==> config.mk <==
export PLATFORM = sky130hd
export DESIGN_NAME = rf_wb_scheduler
export DESIGN_NICKNAME = d
export VERILOG_FILES = /design/src/rtl/rf_wb_scheduler.sv
export SDC_FILE = /design/constraint.sdc
export NUM_CORES = 1
export LEC_CHECK = 0
export CAP_MARGIN = 20
export CORE_AREA = 2 2 115 117
export CTS_BUF_LIST = sky130_fd_sc_hd__clkbuf_4 sky130_fd_sc_hd__clkbuf_8
export DETAILED_ROUTE_END_ITERATION = 8
export DIE_AREA = 0 0 117 119
export MAX_ROUTING_LAYER = met4
export PLACE_DENSITY = 0.78
export SLEW_MARGIN = 20
export SYNTH_ARGS = -nofsm -noshare
export SYNTH_HDL_FRONTEND = slang
export SYNTH_SLANG_ARGS = --single-unit
==> constraint.sdc <==
create_clock -name clk -period 5.5 [get_ports clk]
set_input_delay 1.1 -clock clk [delete_from_list [all_inputs] [get_ports clk]]
set_output_delay 1.1 -clock clk [all_outputs]
set_load 0.01 [all_outputs]
==> src/rtl/rf_wb_scheduler.sv <==
`default_nettype none
// +----------------------------------------------------------------------------+
// | rf_wb_scheduler: arbitrates the register-file write port between pipeline   |
// | writeback and a buffered long-latency unit, with a pending scoreboard.      |
// | Revision: 1.0                                                               |
// +----------------------------------------------------------------------------+
module rf_wb_scheduler #(
  parameter int ADDR_WIDTH = 5,
  parameter int DATA_WIDTH = 32,
  parameter int FIFO_DEPTH = 2,
  parameter int MAX_WAIT   = 8
) (
  input  logic                          clk,
  input  logic                          rst,
  input  logic                          p_we,
  input  logic [ADDR_WIDTH-1:0]         p_rd,
  input  logic [DATA_WIDTH-1:0]         p_wd,
  input  logic                          u_valid,
  output logic                          u_ready,
  input  logic [ADDR_WIDTH-1:0]         u_rd,
  input  logic [DATA_WIDTH-1:0]         u_wd,
  input  logic                          iss_valid,
  input  logic [ADDR_WIDTH-1:0]         iss_rd,
  input  logic [ADDR_WIDTH-1:0]         rs1,
  input  logic [ADDR_WIDTH-1:0]         rs2,
  input  logic [ADDR_WIDTH-1:0]         dec_rd,
  output logic                          hazard,
  output logic                          stall_req,
  output logic                          rf_we,
  output logic [ADDR_WIDTH-1:0]         rf_a3,
  output logic [DATA_WIDTH-1:0]         rf_wd,
  output logic [$clog2(FIFO_DEPTH):0]   fifo_count
);

  localparam int PTR_W  = $clog2(FIFO_DEPTH);
  localparam int CNT_W  = PTR_W + 1;
  localparam int WAIT_W = $clog2(MAX_WAIT + 1);
  localparam int NREG   = 1 << ADDR_WIDTH;
  localparam logic [CNT_W-1:0]  FULL_COUNT = CNT_W'(FIFO_DEPTH);
  localparam logic [WAIT_W-1:0] WAIT_LIMIT = WAIT_W'(MAX_WAIT);

  logic [ADDR_WIDTH-1:0] fifo_rd_q [FIFO_DEPTH];
  logic [ADDR_WIDTH-1:0] fifo_rd_d [FIFO_DEPTH];
  logic [DATA_WIDTH-1:0] fifo_wd_q [FIFO_DEPTH];
  logic [DATA_WIDTH-1:0] fifo_wd_d [FIFO_DEPTH];
  logic [PTR_W-1:0]      wr_ptr_q, wr_ptr_d;
  logic [PTR_W-1:0]      rd_ptr_q, rd_ptr_d;
  logic [CNT_W-1:0]      count_q, count_d;
  logic [WAIT_W-1:0]     wait_q, wait_d;
  logic                  stall_q, stall_d;
  logic [NREG-1:0]       pending_q, pending_d;

  logic                  p_req;
  logic                  fifo_empty;
  logic                  push;
  logic                  pop;
  logic [ADDR_WIDTH-1:0] head_rd;
  logic [DATA_WIDTH-1:0] head_wd;

  assign head_rd = fifo_rd_q[rd_ptr_q];
  assign head_wd = fifo_wd_q[rd_ptr_q];

  // Readiness looks only at the registered count, so a full buffer stays
  // unready even in a cycle where its head drains.
  always_comb begin
    p_req      = p_we & (p_rd != '0);
    fifo_empty = (count_q == '0);
    u_ready    = (count_q != FULL_COUNT);
    push       = u_valid & u_ready & (u_rd != '0);
    pop        = ~p_req & ~fifo_empty;

    rf_we = 1'b0;
    rf_a3 = '0;
    rf_wd = '0;
    if (p_req) begin
      rf_we = 1'b1;
      rf_a3 = p_rd;
      rf_wd = p_wd;
    end else if (!fifo_empty) begin
      rf_we = 1'b1;
      rf_a3 = head_rd;
      rf_wd = head_wd;
    end
    if (rst) begin
      rf_we = 1'b0;
    end
  end

  always_comb begin
    fifo_rd_d = fifo_rd_q;
    fifo_wd_d = fifo_wd_q;
    wr_ptr_d  = wr_ptr_q;
    rd_ptr_d  = rd_ptr_q;
    if (push) begin
      fifo_rd_d[wr_ptr_q] = u_rd;
      fifo_wd_d[wr_ptr_q] = u_wd;
      wr_ptr_d            = wr_ptr_q + 1'b1;
    end
    if (pop) begin
      rd_ptr_d = rd_ptr_q + 1'b1;
    end
    count_d = count_q + CNT_W'(push) - CNT_W'(pop);

    wait_d = wait_q;
    if (fifo_empty || pop) begin
      wait_d = '0;
    end else if (wait_q != WAIT_LIMIT) begin
      wait_d = wait_q + 1'b1;
    end
    stall_d = (wait_q == WAIT_LIMIT);

    // Clear first so a same-cycle issue to the same register wins.
    pending_d = pending_q;
    if (pop) begin
      pending_d[head_rd] = 1'b0;
    end
    if (iss_valid && (iss_rd != '0)) begin
      pending_d[iss_rd] = 1'b1;
    end
    pending_d[0] = 1'b0;
  end

  always_ff @(posedge clk or posedge rst) begin
    if (rst) begin
      fifo_rd_q <= '{default: '0};
      fifo_wd_q <= '{default: '0};
      wr_ptr_q  <= '0;
      rd_ptr_q  <= '0;
      count_q   <= '0;
      wait_q    <= '0;
      stall_q   <= 1'b0;
      pending_q <= '0;
    end else begin
      fifo_rd_q <= fifo_rd_d;
      fifo_wd_q <= fifo_wd_d;
      wr_ptr_q  <= wr_ptr_d;
      rd_ptr_q  <= rd_ptr_d;
      count_q   <= count_d;
      wait_q    <= wait_d;
      stall_q   <= stall_d;
      pending_q <= pending_d;
    end
  end

  assign hazard     = pending_q[rs1] | pending_q[rs2] | pending_q[dec_rd];
  assign stall_req  = stall_q;
  assign fifo_count = count_q;

endmodule
`default_nettype wire
After elaboration in Yosys (flattened, before gate mapping)

Cells that the tools add are included.

Order comparisons: 10
Reductions and logical operators: 10
Muxes and demuxes: 33
Equality and inequality tests: 3
Bitwise gates (word level): 13
Add/sub/neg operators: 5

Operators with widths:

| cell                                                                                | count |
|---|---|
| 32-bit 2-to-1 mux                                                                   | 8 |
| 64-bit bitwise mux                                                                  | 1 |
| 32-bit bitwise AND                                                                  | 1 |
| 32-bit demux with 1-bit select                                                      | 1 |
| 32-bit NOT                                                                          | 1 |
| 32-bit OR                                                                           | 1 |
| 5-bit by 6-bit < comparator with 1-bit output, second input constant                | 5 |
| 5-bit 2-to-1 mux                                                                    | 6 |
| 1-bit binary-select mux with 5-bit select                                           | 3 |
| 5-bit nonzero test                                                                  | 3 |
| 10-bit bitwise mux                                                                  | 1 |
| 1-bit demux with 5-bit select                                                       | 2 |
| 5-bit by 1-bit greater-or-equal comparator with 1-bit output, second input constant | 2 |
| 1-bit 2-to-1 mux                                                                    | 8 |
| 4-bit 2-to-1 mux                                                                    | 2 |
| 5-bit demux with 1-bit select                                                       | 1 |
| 4-bit by 1-bit adder with 4-bit output, second input constant                       | 1 |
| 1-bit bitwise AND                                                                   | 4 |
| 4-bit == test, second input constant                                                | 1 |
| 2-bit greater-or-equal comparator, second input constant                            | 2 |
| 1-bit logical AND                                                                   | 4 |
| 4-bit != test, second input constant                                                | 1 |
| 1-bit NOT with 2-bit output                                                         | 2 |
| 1-bit adder, second input constant                                                  | 2 |
| other kinds (9)                                                                     | 11 |

Input port bits: 99
Flip-flop bits (word level): 114
Output and inout port bits: 43
Logic and storage cells: 84

Logic depth before layout (Yosys ltp)

Word-level depth: 13
Mapped depth: 9
Depth with buffers taken out: 9

Worst setup path before layout

No wires, ideal clock.

Kind: input to output
Start: input rs1[0]
End: output hazard
Buffers on the path: 1
Setup slack: 1.806 ns
Arrival time: 2.594 ns
Data required time: 4.400 ns
Stages on the path: 6
Cell sequence: clkbuf_1 mux4_2 nand3_1 a31oi_1 nor4_1 nand3_1

Word-level cells in the longest chain between the ends: 4

Ends and longest elaborated chain:

| what                                      | line | RTL |
|---|---|---|
| start, declared                           | 24   | `input logic [ADDR_WIDTH-1:0] rs1,` |
| 1-bit binary-select mux with 5-bit select | 145  | `assign hazard = pending_q[rs1] \| pending_q[rs2] \| pending_q[dec_rd];` |
| 1-bit 2-to-1 mux (not written as such)    | 145  |  |
| 1-bit OR (2 in a row)                     | 145  |  |
| end, declared                             | 27   | `output logic hazard,` |

No other way between the ends. The select of a mux whose other input is x is not followed.

Worst setup path in the final report

Start: input p_rd[2]
End: output rf_wd[3]

Word-level cells in the longest chain between the ends: 3

Ends and longest elaborated chain:

| what               | line | RTL |
|---|---|---|
| start, declared    | 16   | `input logic [ADDR_WIDTH-1:0] p_rd,` |
| 5-bit nonzero test | 66   | `p_req = p_we & (p_rd != '0);` |
| 1-bit bitwise AND  | 66   |  |
| 32-bit 2-to-1 mux  | 75   | `if (p_req) begin` |
| end, declared      | 31   | `output logic [DATA_WIDTH-1:0] rf_wd,` |

No other way between the ends.

==> out/results.ini <==
[outcome]
outcome = finished clean

[logic_synthesis]
synthesis.area_um2 = 6207
yosysWarnings = 0
avgSynthCellArea_um2 = 11.56
synth_cell_types = 45
synth_enable_flop_cells = 0
syn-num-nets = 640
synth-seq-cells = 114
syn_inst = 537
yosysSeqAreaShare = 0.4596
synth-main-ff-cell = dfrtp_1
async_flop_share = 1.000

[cells_and_area]
final_cell_mix = 141 x clkdlybuf4s50_1, 113 x dfrtp_1, 78 x mux2_2
fin_nets = 773
final_common_cell = clkdlybuf4s50_1
areaGrowthSynthToFinish_pct = 31.28
diodes = 0
fill_cells = 1016
final_layout_size_suffix_gt1_frac = 0.2167
instances_no_fill = 859

[timing]
hold_viol_final = 0
rsz0062_at_grt = false
slew_headroom = 0.3089
finalClockSkew_ns = 0.006957
fmax_mhz = 204.0
finalSetupTns_ns = 0
period_needed_ns = 4.903
fin_crit_sh = 0.8915
slew_violations = 0
finalSetupViolations = 0
worst_slew_pin_slew_ns = 1.034

[placement]
dp_hpwl_um = 11970
dp_cells = 827
gp_congestion = 0.9480
io_buffers = 141

[critical_path]
crit_fanout = 51
crit_path_cell_trace = clkdlybuf4s50_1, or4_4, o21a_2, buf_4, o31ai_1, clkdlybuf4s50_1
critPathTopFamily = buffers and inverters
path_buf_inv = 3
worstSetupPathType = in -> out
startpoint_type = input pin
critPathRequiredTime_ns = 4.40
cp_slowest_cell = clkdlybuf4s50_1
slowest_delay_ns = 0.60
arrival_ns = 3.80
cp_common_cell = clkdlybuf4s50_1
cp-end-kind = output port

[global_routing]
grt_pass1_wl_um = 26850
grt_max_degree = 85
first_global_vias = 5304
grt_overflow_total = 0
grt_usage = 0.2573
antenna_found_initial = 0

[clocking]
tritoncts = done
cts_hold_buf = 0
cts_buffer_depth = 2
ctsResizeCount = 0
clk_latency_ns = 0.43
cts_made_buffers = 17
cts_setup_buffers = 0
clk_pin_slew_worst_paths_ns = 0.07
h-tree-depth = 4
cts.sinks = 114
ctsRootBufferMaster = clkbuf_8

[route]
first_pass_iters = 5
via_per_inst = 5.787
ant_nets = 0
drtIter0Drc = 292
drc_errors = 0
wl_um = 16210
vias = 4971
routedWlPerCell_um = 18.87

[floorplanning]
rows = 42
initial_core_util = 0.4821
die_w_um = 117
io_pins = 142
die_area_um2 = 13920
core-area_um2 = 12870
fp.dieH_um = 119

[hold_path]
hold_class = reg -> reg

[pwr]
power.leakage_uw = 0.003301
vdd_drop_max_uv = 271.5
cellPowerDensity_nw_per_um2 = 517.3

[run]
drv_cap = 0

final timing paths:
| check | slack (ns) | depth (start not counted) | from | endpoint |
|---|---|---|---|---|
| worst max register to register | 3.22 | 4 | fifo_count[0]$_DFF_PP0_ | fifo_wd_q[45]$_DFFE_PP0P_ |
| worst min register to register | 0.50 | 1 | fifo_wd_q[41]$_DFFE_PP0P_ | fifo_wd_q[41]$_DFFE_PP0P_ |
| worst max-delay path | 0.60 | 6 | p_rd[2] | rf_wd[3] |
| min in group asynchronous | 1.18 | 2 | rst | pending_q[17]$_DFF_PP0_ |
| worst min-delay path | 0.50 | 1 | fifo_wd_q[41]$_DFFE_PP0P_ | fifo_wd_q[41]$_DFFE_PP0P_ |
| max in group asynchronous | 3.37 | 3 | rst | fifo_wd_q[43]$_DFFE_PP0P_ |
worst register-to-register path: cells and delay by family (launching register included):
family          cells  cell delay [ns]
compound gates      1             0.22
flops               1             0.45
simple gates        2             1.04
mux                 1             0.45
cell usage after synthesis, types with 4 or more instances:
cell      count  area share
dfrtp_1     114        0.46
mux2_2       78        0.14
nand2_1      55       0.033
o21ai_0      49       0.040
mux2i_1      45       0.073
o31ai_1      37       0.045
mux4_2       20       0.073
clkbuf_1     18       0.011
o21ai_1      16       0.013
inv_1         9      0.0054
nor2_1        9      0.0054
nand3_1       8      0.0065
nand3b_1      7      0.0085
buf_4         6      0.0073
nor3_1        6      0.0048
xnor2_1       5      0.0071
buf_1         4      0.0024
ha_1          4      0.0081
cells by family after synthesis:
group,count (synthesis),synth area share
flops,114,0.4596
compound gates,116,0.1147
buf+inv,41,0.03023
simple gates,113,0.09232
fa+ha+maj,4,0.008063
xor+xnor,6,0.008466
mux,143,0.2866
layer usage:
metal,part of all wire,vias up,wire length [um],GRT usage
li1,-,2272,-,-
met3,0.058,29,945,0.05852
met2,0.49,193,7863,0.3949
met4,0.027,0,435,0.09926
met5,0,-,0,-
met1,0.43,2477,6961,0.3338
where the power goes:
part | total [uW] | leakage, uW | switching [uW] | internal [uW]
logic | 1830 | 0.00174 | 844 | 988
clock network | 803 | 0.000192 | 347 | 456
registers | 1580 | 0.00136 | 325 | 1260
total | 4220 | 0.00330 | 1520 | 2700
stage by stage:
stage	util	instance area [um^2]	hold slack [ns]	total power (uW)	setup slack, ns
floorplan	-	6207	0.4786	2734	1.384
global route	0.6329	8149	0.5188	4486	0.4740
global placement	0.6008	7735	0.4862	3337	0.7115
finish	0.6329	8149	0.5032	4215	0.5970
detailed placement	0.6008	7735	0.4922	3422	0.6046
CTS	0.6328	8147	0.5075	4235	0.5612
registers in the layout, indices dropped and copies added, names as in the netlist:
register	cells
fifo_rd_q	10
fifo_count	2
wait_q	4
fifo_wd_q	64
rd_ptr_q	1
wr_ptr_q	1
stall_req	1
pending_q	31
cell type report:
type | instances | area, um^2 | share of cell area
multi-input combinational | 382 | 3176 | 0.3897
sequential | 114 | 2854 | 0.3502
timing repair buffer | 146 | 1449 | 0.1778
clock buffer | 18 | 247.7 | 0.03040
tap | 176 | 220.2 | 0.02702
clock inverter | 14 | 163.9 | 0.02011
inverter | 9 | 38.79 | 0.004760
(Power assumes the default switching activity.)
